File: config.mk
export PLATFORM = sky130hd
export DESIGN_NAME = snes_video_sync
export DESIGN_NICKNAME = d
export VERILOG_FILES = /design/src/rtl/snes_video_sync.sv
export SDC_FILE = /design/constraint.sdc
export NUM_CORES = 1
export LEC_CHECK = 0
export ABC_AREA = 1
export BUFFER_PORTS_ARGS = -buffer_cell sky130_fd_sc_hd__buf_2
export CAP_MARGIN = 30
export CORE_AREA = 3 3 92 94
export CTS_CLUSTER_SIZE = 28
export DETAILED_ROUTE_END_ITERATION = 12
export DIE_AREA = 0 0 95 97
export GPL_TIMING_DRIVEN = 1
export PLACE_DENSITY = 0.87
export SETUP_SLACK_MARGIN = 0.4
export SLEW_MARGIN = 20
export SYNTH_ARGS = -nofsm -noshare
export SYNTH_HDL_FRONTEND = slang
export SYNTH_SLANG_ARGS = --single-unit
File: constraint.sdc
create_clock -name clk_sys -period 2.2 [get_ports clk_sys]
set_input_delay 0.55 -clock clk_sys [delete_from_list [all_inputs] [get_ports clk_sys]]
set_output_delay 0.55 -clock clk_sys [all_outputs]
set_load 0.02 [all_outputs]
File: src/rtl/snes_video_sync.sv
// snes_video_sync: SNES PPU pixel stream to 6-bit RGB with active-low sync pulses
// placed inside the blanking intervals, plus measured line/frame geometry.
module snes_video_sync #(
   parameter int         HCNT_WIDTH = 9,
   parameter logic [8:0] HS_START   = 9'd16,
   parameter logic [8:0] HS_WIDTH   = 9'd24,
   parameter logic [3:0] VS_START   = 4'd3,
   parameter logic [3:0] VS_LINES   = 4'd3
) (
   input  logic                  clk_sys,
   input  logic                  reset,
   input  logic                  ce_pix,
   input  logic [4:0]            r_in,
   input  logic [4:0]            g_in,
   input  logic [4:0]            b_in,
   input  logic                  hblank,
   input  logic                  vblank,
   output logic [5:0]            R,
   output logic [5:0]            G,
   output logic [5:0]            B,
   output logic                  HSync,
   output logic                  VSync,
   output logic [HCNT_WIDTH-1:0] line_len,
   output logic [8:0]            frame_lines
);
   typedef enum logic [1:0] {H_IDLE, H_WAIT, H_PULSE} hstate_t;
   typedef enum logic [1:0] {V_IDLE, V_WAIT, V_PULSE} vstate_t;

   hstate_t               hstate;
   vstate_t               vstate;
   logic                  prev_hb, prev_vb;
   logic [HCNT_WIDTH-1:0] hcnt, hcnt_inc;
   logic [8:0]            wcnt, pcnt, vcnt;
   logic [3:0]            vwcnt, vpcnt, vw;
   logic                  h_rise, h_fall, v_rise, v_fall, blank;
   logic                  line_ev, v_arm, v_hit, v_end;

   always_comb begin
      h_rise   = hblank & ~prev_hb;
      h_fall   = ~hblank & prev_hb;
      v_rise   = vblank & ~prev_vb;
      v_fall   = ~vblank & prev_vb;
      blank    = hblank | vblank;
      hcnt_inc = &hcnt ? hcnt : hcnt + HCNT_WIDTH'(1);
      line_ev  = ce_pix & (h_rise ? HS_START == 9'd0
                                  : hstate == H_WAIT & ~h_fall & wcnt == HS_START - 9'd1);
      // a vblank rise restarts the wait count, but that ce's line event still counts
      vw       = v_rise ? 4'd0 : vwcnt;
      v_arm    = v_rise | vstate == V_WAIT;
      v_hit    = line_ev & ({1'b0, vw} + 5'd1 >= {1'b0, VS_START});
      v_end    = {1'b0, vpcnt} + 5'd1 >= {1'b0, VS_LINES};
   end

   always_ff @(posedge clk_sys) begin
      if (reset) begin
         R           <= '0;
         G           <= '0;
         B           <= '0;
         HSync       <= 1'b1;
         VSync       <= 1'b1;
         line_len    <= '0;
         frame_lines <= '0;
         hcnt        <= '0;
         wcnt        <= '0;
         pcnt        <= '0;
         vcnt        <= '0;
         vwcnt       <= '0;
         vpcnt       <= '0;
         hstate      <= H_IDLE;
         vstate      <= V_IDLE;
         prev_hb     <= 1'b1;
         prev_vb     <= 1'b1;
      end else if (ce_pix) begin
         prev_hb <= hblank;
         prev_vb <= vblank;
         R       <= blank ? 6'd0 : {r_in, r_in[4]};
         G       <= blank ? 6'd0 : {g_in, g_in[4]};
         B       <= blank ? 6'd0 : {b_in, b_in[4]};
         hcnt    <= h_rise ? '0 : hcnt_inc;
         if (h_rise)
            line_len <= hcnt_inc;
         if (h_rise && HS_START != 9'd0) begin
            hstate <= H_WAIT;
            wcnt   <= '0;
         end else if (line_ev) begin
            hstate <= H_PULSE;
            HSync  <= 1'b0;
            pcnt   <= '0;
         end else if (h_fall) begin
            hstate <= H_IDLE;
            HSync  <= 1'b1;
         end else if (hstate == H_WAIT) begin
            wcnt <= wcnt + 9'd1;
         end else if (hstate == H_PULSE) begin
            if (pcnt == HS_WIDTH - 9'd1) begin
               hstate <= H_IDLE;
               HSync  <= 1'b1;
            end else begin
               pcnt <= pcnt + 9'd1;
            end
         end
         if (v_rise) begin
            frame_lines <= vcnt;
            vcnt        <= {8'd0, line_ev};
         end else if (line_ev && vcnt != 9'h1FF) begin
            vcnt <= vcnt + 9'd1;
         end
         if (v_fall) begin
            vstate <= V_IDLE;
            VSync  <= 1'b1;
         end else if (v_arm) begin
            if (v_hit) begin
               vstate <= V_PULSE;
               VSync  <= 1'b0;
               vpcnt  <= '0;
            end else begin
               vstate <= V_WAIT;
               vwcnt  <= vw + {3'd0, line_ev};
            end
         end else if (vstate == V_PULSE && line_ev) begin
            if (v_end) begin
               vstate <= V_IDLE;
               VSync  <= 1'b1;
            end else begin
               vpcnt <= vpcnt + 4'd1;
            end
         end
      end
   end
endmodule

## Yosys cells after proc, flatten, opt, wreduce, memory -nomap -nowiden

Cells that the tools add are included.
Widths: inputs -> output; s select.

| word-level totals | value |
|---|---|
| logic and storage cells | 129 |
| register bits | 88 |

| operators by class | value |
|---|---|
| equality and inequality tests | 17 |
| add/subtract/negate cells | 8 |
| bitwise gates (word level) | 18 |
| reduce and logical (&&, ||, !) cells | 24 |
| multiplexer cells | 43 |
| $lt $le $gt $ge | 2 |

Operator list:

| operator | count |
|---|---|
| $mux 9 | 13 |
| $add 9x1->9 const B | 4 |
| $mux 2 | 11 |
| $mux 4 | 5 |
| $mux 6 | 3 |
| $reduce_and 4->1 | 4 |
| $reduce_bool 3->1 | 4 |
| $mux 1 | 11 |
| $add 4x1->5 const B | 2 |
| $ge 5x2->1 const B | 2 |
| $ne 2x2->1 const B | 5 |
| $reduce_and 5->1 | 2 |
| $eq 9x4->1 const B | 1 |
| $eq 9x5->1 const B | 1 |
| $ne 9x9->1 const B | 1 |
| $reduce_and 9->1 | 1 |
| $and 1x1->1 | 8 |
| $not 1->1 | 8 |
| $reduce_bool 2->1 | 4 |
| $reduce_bool 4->1 | 2 |
| $reduce_and 2->1 | 3 |
| $reduce_and 6->1 | 1 |
| $add 4x1->4 | 1 |
| $add 4x1->4 const B | 1 |
| 9 further kinds | 14 |

## Longest topological paths before layout

| logic depth | value |
|---|---|
| depth after elaboration | 11 |
| gate-level depth with buffers | 15 |
| depth with buffers taken out | 15 |

## Worst setup path before layout

Ideal clock, no wire load.

| timing | value |
|---|---|
| path type | input to register |
| start | input hblank |
| end | register vwcnt[3] |
| required time | 2086 ps |
| path slack | 204 ps |
| arrival time | 1882 ps |
| path buffers | 1 |
| stages on the path | 12 |
| cell sequence | ha_1 -> buf_6 -> inv_6 -> nand2_4 -> nor2_4 -> nand2_4 -> nor2_8 -> ha_1 -> nand3_1 -> xnor2_1 -> nor2_1 -> nor2_1 |

| on the way | value |
|---|---|
| word-level cells in the longest chain between the ends | 10 |

Ends and longest elaborated chain:

| item | RTL line | RTL |
|---|---|---|
| from (decl) | 16 | `input logic hblank,` |
| $not 1->1 | 40 | `h_fall = ~hblank & prev_hb;` |
| $and 1x1->1 | 40 |  |
| $not 1->1 | 46 | `: hstate == H_WAIT & ~h_fall & wcnt == HS_START - 9'd1);` |
| $and 1x1->1 (2 in a row) | 46 |  |
| $mux 1 * | 45 | `line_ev = ce_pix & (h_rise ? HS_START == 9'd0` |
| $and 1x1->1 * | 45 |  |
| branches (longest 3 deep; another with $add 4x1->4) | n/a |  |
| to (signal assigned) | 118 | `vwcnt <= vw + {3'd0, line_ev};` |
| to (decl) | 34 | `logic [3:0] vwcnt, vpcnt, vw;` |

Mark *: on every way between the ends.
A chain may end at the register's enable or synchronous reset.

## Final worst setup path

| timing | value |
|---|---|
| start | register vcnt[0] |
| end | register vcnt[3] |

| on the way | value |
|---|---|
| word-level cells in the longest chain between the ends | 4 |

Ends and longest elaborated chain:

| item | RTL line | RTL |
|---|---|---|
| from (decl) | 33 | `logic [8:0] wcnt, pcnt, vcnt;` |
| from (signal assigned) | 104 | `vcnt <= {8'd0, line_ev};` |
| from (signal assigned) | 106 | `vcnt <= vcnt + 9'd1;` |
| branches (longest 4 deep; another with $add 9x1->9) | n/a |  |

Several ways; the timed one is not identified. The select of a mux whose other input is x is not followed.

==> summary.md <==
| Metric | Value |
|---|---|
| Outcome | `finished, final reports clean` |
| Clock transition at the register clock pins on the worst setup and hold paths after CTS | `roughly 0.10 ns` |
| Vertical extent of the die | `97 µm` |
| Number of vias after detailed routing | `4,652` |
| Net count, final | `720` |
| Count of port buffers added during placement | `57` |
| Routed via count divided by cell count | `5.85` |
| Slack of the critical path | `about 0.27 ns` |
| Die outline width | `95 µm` |
| Global-route wire length before repair | `18,000 µm` |
| Violation count after the first detailed-route iteration | `618` |
| Worst-case clock skew | `0.00892 ns` |
| Ys Warns | `0` |
| Instance count after placement with tap cells included | `approximately 740` |
| Largest area contributor in the synthesized netlist | `dfxtp_1` |
| Min-delay src | `r_in[4]` |
| Number of max-cap violations | `0` |
| Fraction of layout cells with a size suffix above 1 | `31.1%` |
| Initial standard-cell utilization of the core | `54.6%` |
| RSZ-0062 raised after global routing | `true` |
| Core area | `7730 µm²` |
| Peak supply drop | `0.552 mV` |
| Count of distinct cell types in the synthesized netlist | `40` |
| Post-Layout Cell Count | `795` |
| Setup-violating endpoint count in the final report | `0` |
| First-pass iteration count of the detailed router | `6` |
| Mapped Nets | `about 620` |
| Commonest cells in the synthesized netlist | `112 x nand2_1, 85 x dfxtp_1, 71 x nor2_1` |
| Max Buffers Root-to-Sink | `2` |
| Relative slew slack | `between 60% and 70%` |
| Mean post-synth cell area | `a little over 7 µm²` |
| Area of the mapped netlist | `between 4000 and 5000 µm²` |
| Clk Latency, worst-skew pair | `between 0.3 and 0.4 ns` |
| TritonCTS clock tree | `built` |
| Syn Inst Count | `588` |
| Period Utilization, post-route | `87.5%` |
| Worst hold endpoint | `R[0]` |
| Actual transition at the worst max-transition pin | `0.541 ns` |
| DP HPWL | `7040 µm` |
| Leftover overflow at the end of global routing | `0` |
| Die ar. | `between 9000 and 10,000 µm²` |
| Tot GR Track Use | `23.9%` |
| Portion of synthesized cell area occupied by the leading cell type | `40.3%` |
| Static Leakage | `0.00239 µW` |
| Type of element capturing the critical path | `flop` |
| Final count of pins violating max slew | `0` |
| Post-layout minimum cycle time | `1.93 ns` |
| Worst min-delay path category | `primary input to flop` |
| Final count of hold timing violations | `0` |
| Prevailing post-synth register cell | `dfxtp_1` |
| Filler cell count | `493` |
| Peak clock frequency supported by timing | `slightly above 0.5 GHz` |
| Final Wtd Congestion | `0.882` |
| Critical path data required time | `2.48 ns` |
| Cell depth of the worst min-delay path | `3` |
| Post-CTS Hold Buffers | `0` |
| Data arrival at the endpoint of the critical path | `2.21 ns` |
| Antenna violations before repair | `0` |
| Clock net sink count | `85` |
| Storage element area | `around 1700 µm²` |
| Library cell with the highest instance count after synthesis | `nand2_1` |
| Maximum number of pins on one net before global-route repair | `38` |
| Synth async-reset ratio | `0%` |
| Area grow syn2layout | `30.9%` |
| Power density cells | `589 nW/µm²` |
| Post-synthesis sequential element count | `85` |
| Post-route ant nets | `0` |
| Post-synthesis sequential area ratio | `40.3%` |
| Final hold slack | `0.411 ns` |
| Max H-tree Level | `3` |
| Standard-cell row count | `32` |
| FF-to-FF path depth | `14` |
| Crit path max fanout | `7` |
| Start-to-end type of the worst setup path | `flop to flop` |
| Placement-stage worst setup slack | `-0.00777 ns` |
| Sum of routed wire length over all layers | `between 10,000 and 15,000 µm` |
| I/O pin cnt | `58` |
| Area of the multi-input gates | `2500 µm²` |
| Number of flops mapped to enable cells by yosys | `0` |
| Worst reg2reg path startpoint | `vcnt[0]` |
| Main area contributors after synthesis | `dfxtp_1 40%, nand2_1 10%, a21oi_1 6.6%` |
| Number of buffers created by CTS | `9` |
| DR WL/cell | `16.2 µm` |
| RR Endpoint | `vcnt[3]` |
| R2R Setup Slk | `0.27 ns` |
| CTS Root Buffer Type | `clkbuf_8` |
| DRC Markers | `0` |
| Kind of launch point of the worst setup path | `flop` |
| Number of global-route vias before repair | `around 4.1k` |
[timing repair]
action / CTS / global route
setup endpoints to repair: 29 / 49
buffers inserted: 10 / 21
resized for setup: 25 / 73
cloned: 2 / 2
pin swaps: 9 / 33
[per-layer routing]
metal  GRT usage, %  wire (µm)  up-vias
met2           39.7       6280      322
met3           4.98       1190       67
met4           11.0        456        0
li1               -          -     2122
met1           29.3       4960     2141
met5              0          0        -
[critical path: stages, from the launching register on]
cell	delay [ns]
dfxtp_4	0.38
ha_4	0.16
nand3_4	0.09
nor2_4	0.11
inv_2	0.06
nor2_4	0.12
nand2_2	0.07
nor2_2	0.09
ha_2	0.19
inv_2	0.04
nand2_4	0.11
nand2_8	0.09
inv_8	0.10
o21ai_1	0.06
and3_1	0.15
[power breakdown]
| group | internal, µW | total [µW] | switching (µW) |
|---|---|---|---|
| registers | 1570 | 1600 | 27.2 |
| clock network | 645 | 1280 | 633 |
| logic | 135 | 374 | 239 |
| total | 2350 | 3250 | 899 |
[kinds of logic after synthesis]
family,count (synthesis),share of synthesized area (%)
AND/OR/NAND/NOR,278,30.1
AO/OA/AOI/OAI,114,14.2
buffers and inverters,87,9.22
flip-flops,85,40.3
adder cells (fa/ha/maj),13,3.85
XOR/XNOR,11,2.28
[flip-flops by register name (all words and copies together) (netlist names), 4 cells and up]
register and count:
frame_lines 9, hcnt 9, vwcnt 4, R 5, vpcnt 4, wcnt 9
vcnt 9, line_len 9, G 5, pcnt 9, B 5
[area by class of cell]
type	count	share of cell area, %
clock inverter	7	1.77
multi-input combinational	420	45.3
inverter	65	4.73
timing repair buffer	106	12.4
clock buffer	9	2.24
antenna	1	0.0453
sequential	85	31.2
tap	102	2.31
[stage by stage]
stage                     setup TNS [ns]  power [µW]  util [%]  cell area [µm²]
after floorplan                        0        1840         -             4270
after detailed placement        -0.00777        1940      60.7             4690
after CTS                              0        3190      65.9             5100
after global placement                 0        1930      60.7             4690
final                                  0        3250      71.5             5530
after global routing                   0        3360      71.5             5520
[placed cells by master (no fill, tap or decap), drive strengths merged, types with 2 or more instances in the layout]
cell,netlist,final
nor3,15,15
clkbuf,13,9
nor2,75,75
nor4,2,2
buf,8,106
nand2,123,126
bufinv,0,2
a21boi,2,2
o31ai,2,2
ha,13,13
dfxtp,85,85
a21oi,58,58
clkinv,1,3
xor2,5,5
inv,64,65
clkinvlp,0,2
nand3,51,52
nand4,6,6
xnor2,6,6
o21ai,50,50
and3,3,3
[how the worst max path moves through the flow]
stage / start / endpoint / slack (ns) / cells past startpoint
after global routing: vcnt[1] / vcnt[4] / 0.18 / 15
after floorplan: hblank / vwcnt[3] / 0.27 / 12
after CTS: vcnt[1] / vcnt[3] / 0.35 / 14
after global placement: hblank / pcnt[4] / 0.10 / 11
after detailed placement: hblank / pcnt[4] / -0.008 / 11
final: vcnt[0] / vcnt[3] / 0.27 / 14
No activity file was read; power rests on OpenSTA's default activity.
